<file path="src/rtl/all4_gray.sv">
// all4_gray: two-stage RGB to grayscale luminance pipeline.
//   Y = (77*R + 150*G + 29*B + 128) >> 8, with round-half-up.
//   The coefficients sum to 256, so the result never exceeds 255.
//
// Ports
//   clk        rising-edge clock
//   rst        asynchronous active-high reset; clears every pipeline register
//   in_valid   r/g/b carry a pixel this cycle
//   r, g, b    32-bit samples; only bits [7:0] are used
//   out        luminance, zero-extended 8-bit result
//   vr/vg/vb   weighted colour terms for the same pixel, zero-extended 16-bit
//   out_valid  out/vr/vg/vb belong to the pixel presented two cycles earlier
//
// The output registers hold the last valid result. They load only when a
// valid pixel leaves stage 1, so out_valid=0 cycles keep the previous pixel
// visible.
module all4_gray (
    input  logic        clk,
    input  logic        rst,
    input  logic        in_valid,
    input  logic [31:0] r,
    input  logic [31:0] g,
    input  logic [31:0] b,
    output logic [31:0] out,
    output logic [31:0] vr,
    output logic [31:0] vg,
    output logic [31:0] vb,
    output logic        out_valid
);

    localparam logic [15:0] CR = 16'd77;
    localparam logic [15:0] CG = 16'd150;
    localparam logic [15:0] CB = 16'd29;

    logic [15:0] vr_p1, vg_p1, vb_p1;
    logic        vld_p1;
    logic [7:0]  out_p2;
    logic [15:0] vr_p2, vg_p2, vb_p2;
    logic        vld_p2;

    // The upper 24 bits of each sample are ignored by definition.
    logic unused_hi;
    assign unused_hi = ^{r[31:8], g[31:8], b[31:8]};

    // Sum of the three Q0.8 terms, rounded half-up and shifted back to 8 bits.
    // The largest possible sum is 65408, so the shifted value fits in 8 bits.
    function automatic logic [7:0] round_q8(input logic [15:0] ta,
                                            input logic [15:0] tb,
                                            input logic [15:0] tc);
        logic [16:0] sum;
        sum = 17'(ta) + 17'(tb) + 17'(tc) + 17'd128;
        return 8'(sum >> 8);
    endfunction

    always_ff @(posedge clk or posedge rst) begin
        if (rst) begin
            vr_p1  <= '0;
            vg_p1  <= '0;
            vb_p1  <= '0;
            vld_p1 <= 1'b0;
            out_p2 <= '0;
            vr_p2  <= '0;
            vg_p2  <= '0;
            vb_p2  <= '0;
            vld_p2 <= 1'b0;
        end else begin
            // stage 1: per-channel weighting; advances every cycle
            vr_p1  <= 16'(r[7:0]) * CR;
            vg_p1  <= 16'(g[7:0]) * CG;
            vb_p1  <= 16'(b[7:0]) * CB;
            vld_p1 <= in_valid;

            // stage 2: rounded sum; data loads only for a valid pixel
            vld_p2 <= vld_p1;
            if (vld_p1) begin
                out_p2 <= round_q8(vr_p1, vg_p1, vb_p1);
                vr_p2  <= vr_p1;
                vg_p2  <= vg_p1;
                vb_p2  <= vb_p1;
            end
        end
    end

    assign out       = {24'd0, out_p2};
    assign vr        = {16'd0, vr_p2};
    assign vg        = {16'd0, vg_p2};
    assign vb        = {16'd0, vb_p2};
    assign out_valid = vld_p2;

endmodule

</file>
<file path="config.mk">
export PLATFORM = sky130hd
export DESIGN_NAME = all4_gray
export DESIGN_NICKNAME = d
export VERILOG_FILES = /design/src/rtl/all4_gray.sv
export SDC_FILE = /design/constraint.sdc
export NUM_CORES = 1
export LEC_CHECK = 0
export CAP_MARGIN = 20
export CORE_MARGIN = 1.5
export CORE_UTILIZATION = 60
export DETAILED_ROUTE_END_ITERATION = 8
export DONT_BUFFER_PORTS = 1
export PLACE_DENSITY_LB_ADDON = 0.08
export SETUP_SLACK_MARGIN = 0.1
export SYNTH_ARGS = -nofsm -noshare
export SYNTH_HDL_FRONTEND = slang
export SYNTH_SLANG_ARGS = --single-unit
export TNS_END_PERCENT = 30
</file>
<file path="constraint.sdc">
create_clock -name clk -period 5.6 [get_ports clk]
set_input_delay 1.12 -clock clk [delete_from_list [all_inputs] [get_ports clk]]
set_output_delay 1.12 -clock clk [all_outputs]
set_load 0.02 [all_outputs]
</file>
* After elaboration in Yosys (flattened, before gate mapping)
Cells that the tools add are included.
** Cells by class
- Div/mod/pow operators :: 0
- Mux-type cells :: 0
- Multipliers :: 3
- Equality and inequality tests :: 0
- Shift operators :: 0
- Reduce and logical (&&, ||, !) cells :: 0
- Magnitude comparators :: 0
- Add/subtract/negate cells :: 3
- Bitwise logic cells :: 0
** Operator list (count)
- multiplier 8 x 7 -> 15 bit, second input constant :: 2
- adder 15 x 16 -> 16 bit :: 1
- adder 16 x 13 -> 16 bit :: 1
- adder 16 x 8 -> 16 bit, second input constant :: 1
- multiplier 8 x 5 -> 13 bit, second input constant :: 1
** Word-level totals
- Memory bits (writable) :: 0
- Output and inout port bits :: 129
- Bits in read-only memories :: 0
- Bits in latches :: 0
- Register bits after elaboration :: 96
- Logic and storage cells :: 15
- Memories :: 0
- Input bits :: 99

* Longest topological paths before layout
- Depth after elaboration :: 3
- Gate-level depth with buffers :: 14
- Depth with buffers taken out :: 14

* Worst setup path before layout
Ideal clock, no wire load.
- Kind :: in2reg
- Start point :: input r[4]
- End point :: register vr_p1[13]
- Buffers on the path :: 0
- Setup slack :: 1.394 ns
- Arrival :: 4.126 ns
- Cell stages on the path :: 12
- Required time :: 5.520 ns
- Library setup time :: 0.080 ns
- Path through :: ha_1 > ha_1 > inv_1 > fa_1 > fa_1 > inv_1 > ha_1 > o21a_1 > a2111oi_1 > o31ai_1 > a21oi_1 > xnor2_1
** Between the ends
- Cells in the longest elaborated chain, start to end :: 1
** Ends and longest elaborated chain
- start, declared :: line 21 : input logic [31:0] r,
- multiplier 8 x 7 -> 15 bit :: line 68 : vr_p1 <= 16'(r[7:0]) * CR;
- end signal, assigned :: line 68
- end, declared :: line 35 : logic [15:0] vr_p1, vg_p1, vb_p1;
Every way passes these cells.
A chain may end at the register's enable or synchronous reset.

* Worst setup path after layout
- Start point :: input g[4]
- End point :: register vg_p1[15]
** Between the ends
- Cells in the longest elaborated chain, start to end :: 1
** Ends and longest elaborated chain
- start, declared :: line 22 : input logic [31:0] g,
- multiplier 8 x 7 -> 15 bit :: line 69 : vg_p1 <= 16'(g[7:0]) * CG;
- end signal, assigned :: line 69
- end, declared :: line 35
Every way passes these cells.

==> impl_results.md <==
* N_diodes at 0
* Worst Setup SP: g[4]
* Clock power frac at 14.4%
* Die Width at 114 um
* Critical Path AT at 4320 ps
* Avg Inst Size Synth at 10.9 um2
* Average routed wire per standard cell at 14.7 um
* Layout area overhead at 3.34%
* Initial antenna violation count at 0
* Post-Syn Area at 7450 um2
* Root buffer cell: clkbuf_16
* Vias per cell at 5.11
* Vias in the first global route at 4552
* Clock Pin Slew Worst Setup and Hold Paths at 70 ps
* Final Max Tran Viols at 0
* Final-stage net count at 951
* Die area at 13100 um2
* Reg-to-reg startpoint: vr_p1[4]
* Kind of critical path: input port to register
* Top FF cell, synth: dfrtp_1
* # IOs at 228
* Starting density of the core at 61.8%
* Post_cts resized at 0
* Switching share of power at 44.7%
* Outcome: finished clean
* CP Max Fanout at 4
* Yosys warning total at 0
* Period Utilization, post-route at 73.0%
* Unrepaired setup endpoints after global routing: false
* Internal power at 2.61 mW
* Hold slack at 504 ps
* Fmax achieved at 0.245 GHz
* Largest net degree at the start of global routing at 58
* Routability-driven placement congestion ratio at 0.879
* Final Hold Viols at 0
* Hold_buf cts at 0
* CTS H-tree lvls at 3
* Longest Clk Path Bufs at 2
* Critical Path, Cell by Cell: ha_1 -> ha_1 -> inv_1 -> fa_1 -> fa_1 -> inv_1 -> ha_1 -> o21a_1 -> a2111oi_0 -> or3_1 -> o21ai_1 -> a21o_1
* Slowest CP cell: a2111oi_0
* Reg power frac at 28.5%
* Placeable core area at 12100 um2
* CP most frequent cell: ha_1
* Synth cell types at 47
* Global-route wire length before repair at 21.4 mm
* Number of detailed-route iterations in the first pass at 4
* Period minus WS final at 4090 ps
* Hold Crit Start: vg_p1[10]
* Clock sinks at 96
* #FFs+latches synth at 96
* Layout Skew at 8.10 ps
* Total wire length at 12.7 mm
* Max capacitance violation total at 0
* DR vias at 4404
* Hold Path Class: register to register
* GRT overflow at 0
* Port bufs at 0
* Crit. End Element: register
* Drt drc at 0
* Final setup fails at 0
* First DRT Iteration DRCs at 164
* Slew HR at 52.8%
* Routed Antenna Nets at 0
* Worst EP required at 5830 ps
* Sequential area share after synthesis at 32.2%
* CP peak stage delay at 560 ps
* Leakage at 4.06 nW
* Power density over the cells at 613 nW/um2
* CTS Buf Count at 9
* Combinational Power Share at 57.1%
* Post-DP HPWL at 10.4 mm
* Critical Path Source Type: input port
* GRT Overall Usage at 21.1%
* CTS tree: yes
* Ys async rst share at 100%
* Bufs and invs on worst path at 2
* Clk_lat worst skew at 340 ps
* Number of enable flip-flop cells after synthesis at 0
* Peak supply drop at 312 uV
* Gate Count Post-Synth at 683
* Total Neg Setup Slack at 0 ps
* Psw at 2.11 mW
* Cell row count at 40
* Die Span Y at 114 um
* Share of cells above drive strength 1 at 11.0%
* # Post-CTS Setup Buffers at 0
* Crit path max-delay family: adder cells
* Worst-margin pin slew at 709 ps
[synthesized netlist by cell type (4+ instances only)]
master / instances / area [um2]
xor2_1: 11 / 96.3
xnor2_1: 24 / 210
o21bai_1: 4 / 30.0
o31ai_1: 4 / 30.0
inv_1: 122 / 458
ha_1: 125 / 1560
buf_4: 77 / 578
nor2b_1: 5 / 31.3
a21o_1: 6 / 45.0
a21oi_1: 30 / 150
o21a_1: 6 / 45.0
mux2_2: 47 / 529
nand2_1: 13 / 48.8
nor3_1: 4 / 20.0
nand3_1: 4 / 20.0
o21ai_1: 4 / 20.0
o21ai_0: 12 / 60.1
fa_1: 38 / 761
nor2_1: 14 / 52.6
dfrtp_1: 96 / 2400
[area by class of cell]
class / count / area, um2
clock buffers: 10 / 239
clock inverters: 6 / 96.3
fillers: 965 / 4360
inverters: 122 / 460
multi-input cells: 458 / 4280
flip-flops and latches: 96 / 2400
well taps: 168 / 210
repair buffers: 2 / 15.0
[worst register-to-register path: stages, from the launching register on]
cell and delay [ps]:
dfrtp_1 340, inv_1 60, fa_1 540, inv_1 50
ha_1 290, ha_1 360, a2111oi_4 380, o21a_4 200
o31a_2 210, a211oi_1 100, or3_1 310, a31o_1 210
[power by group through the flow]
stage	logic, mW	registers [mW]	clock network [mW]
floorplan	2.24	1.27	0
global placement	2.58	1.36	0
detailed placement	2.69	1.37	0
CTS	2.72	1.35	0.695
global route	3.08	1.39	0.732
finish	2.69	1.35	0.680
[layout by cell type, fill, tap and decap left out, types with 5 or more instances in the layout]
| cell type | instances |
|---|---|
| ha_1 | 125 |
| inv_1 | 121 |
| dfrtp_1 | 95 |
| conb_1 | 77 |
| mux2_2 | 47 |
| fa_1 | 38 |
| a21oi_1 | 30 |
| xnor2_1 | 24 |
| nor2_1 | 14 |
| nand2_1 | 13 |
| o21ai_0 | 12 |
| xor2_1 | 11 |
| clkbuf_16 | 9 |
| o21a_1 | 6 |
| a21o_1 | 6 |
| nor2b_1 | 5 |
[cell families (layout without fill, tap and decap cells)]
kind of cell | count (synthesis) | after routing | share of synthesized area (%)
buffers and inverters | 205 | 140 | 14.2
adder cells (fa/ha/maj) | 163 | 163 | 31.2
flip-flops | 96 | 96 | 32.2
AO/OA/AOI/OAI | 85 | 85 | 7.72
AND/OR/NAND/NOR | 50 | 50 | 3.16
multiplexers | 48 | 48 | 7.30
XOR/XNOR | 35 | 35 | 4.11
other | 1 | 77 | 0.0503
[registers in the layout, indices dropped and copies added (netlist names)]
register and cells:
vg_p2 15, vg_p1 15, out_p2 8, vb_p1 13, vr_p2 15, vr_p1 15, vb_p2 13, vld_p1 1
out_valid 1
[per-layer routing]
metal	global-route usage (%)	part of all wire, %	routed length, um	vias up
li1	-	-	-	2105
met1	25.5	40	5100	2161
met2	36.4	50	6390	114
met3	5.98	7.4	943	24
met4	7.17	2.1	272	0
met5	0	0	0	-
[path summary, 6_finish.rpt]
path / to / slack, ps / depth (start not counted)
hold reg to reg: vg_p2[10] / 500 / 1
hold / removal: vg_p2[10] / 500 / 1
setup / recovery: vg_p1[15] / 1510 / 12
setup reg to reg: out_p2[5] / 2460 / 11
min in group asynchronous: vr_p1[13] / 690 / 1
max in group asynchronous: vr_p2[6] / 3870 / 2
[per-stage QoR]
step	utilization [%]	setup WS (ps)	std cells	power [mW]	cell area [um2]
floorplan	-	1390	759	3.51	7740
global placement	61.1	1230	846	3.93	7360
CTS	63.8	1520	862	4.77	7700
global route	63.8	1340	862	5.20	7700
detailed placement	61.1	1200	846	4.05	7360
finish	63.8	1510	862	4.72	7700
Note: power is estimated with default switching activity, not from simulation.
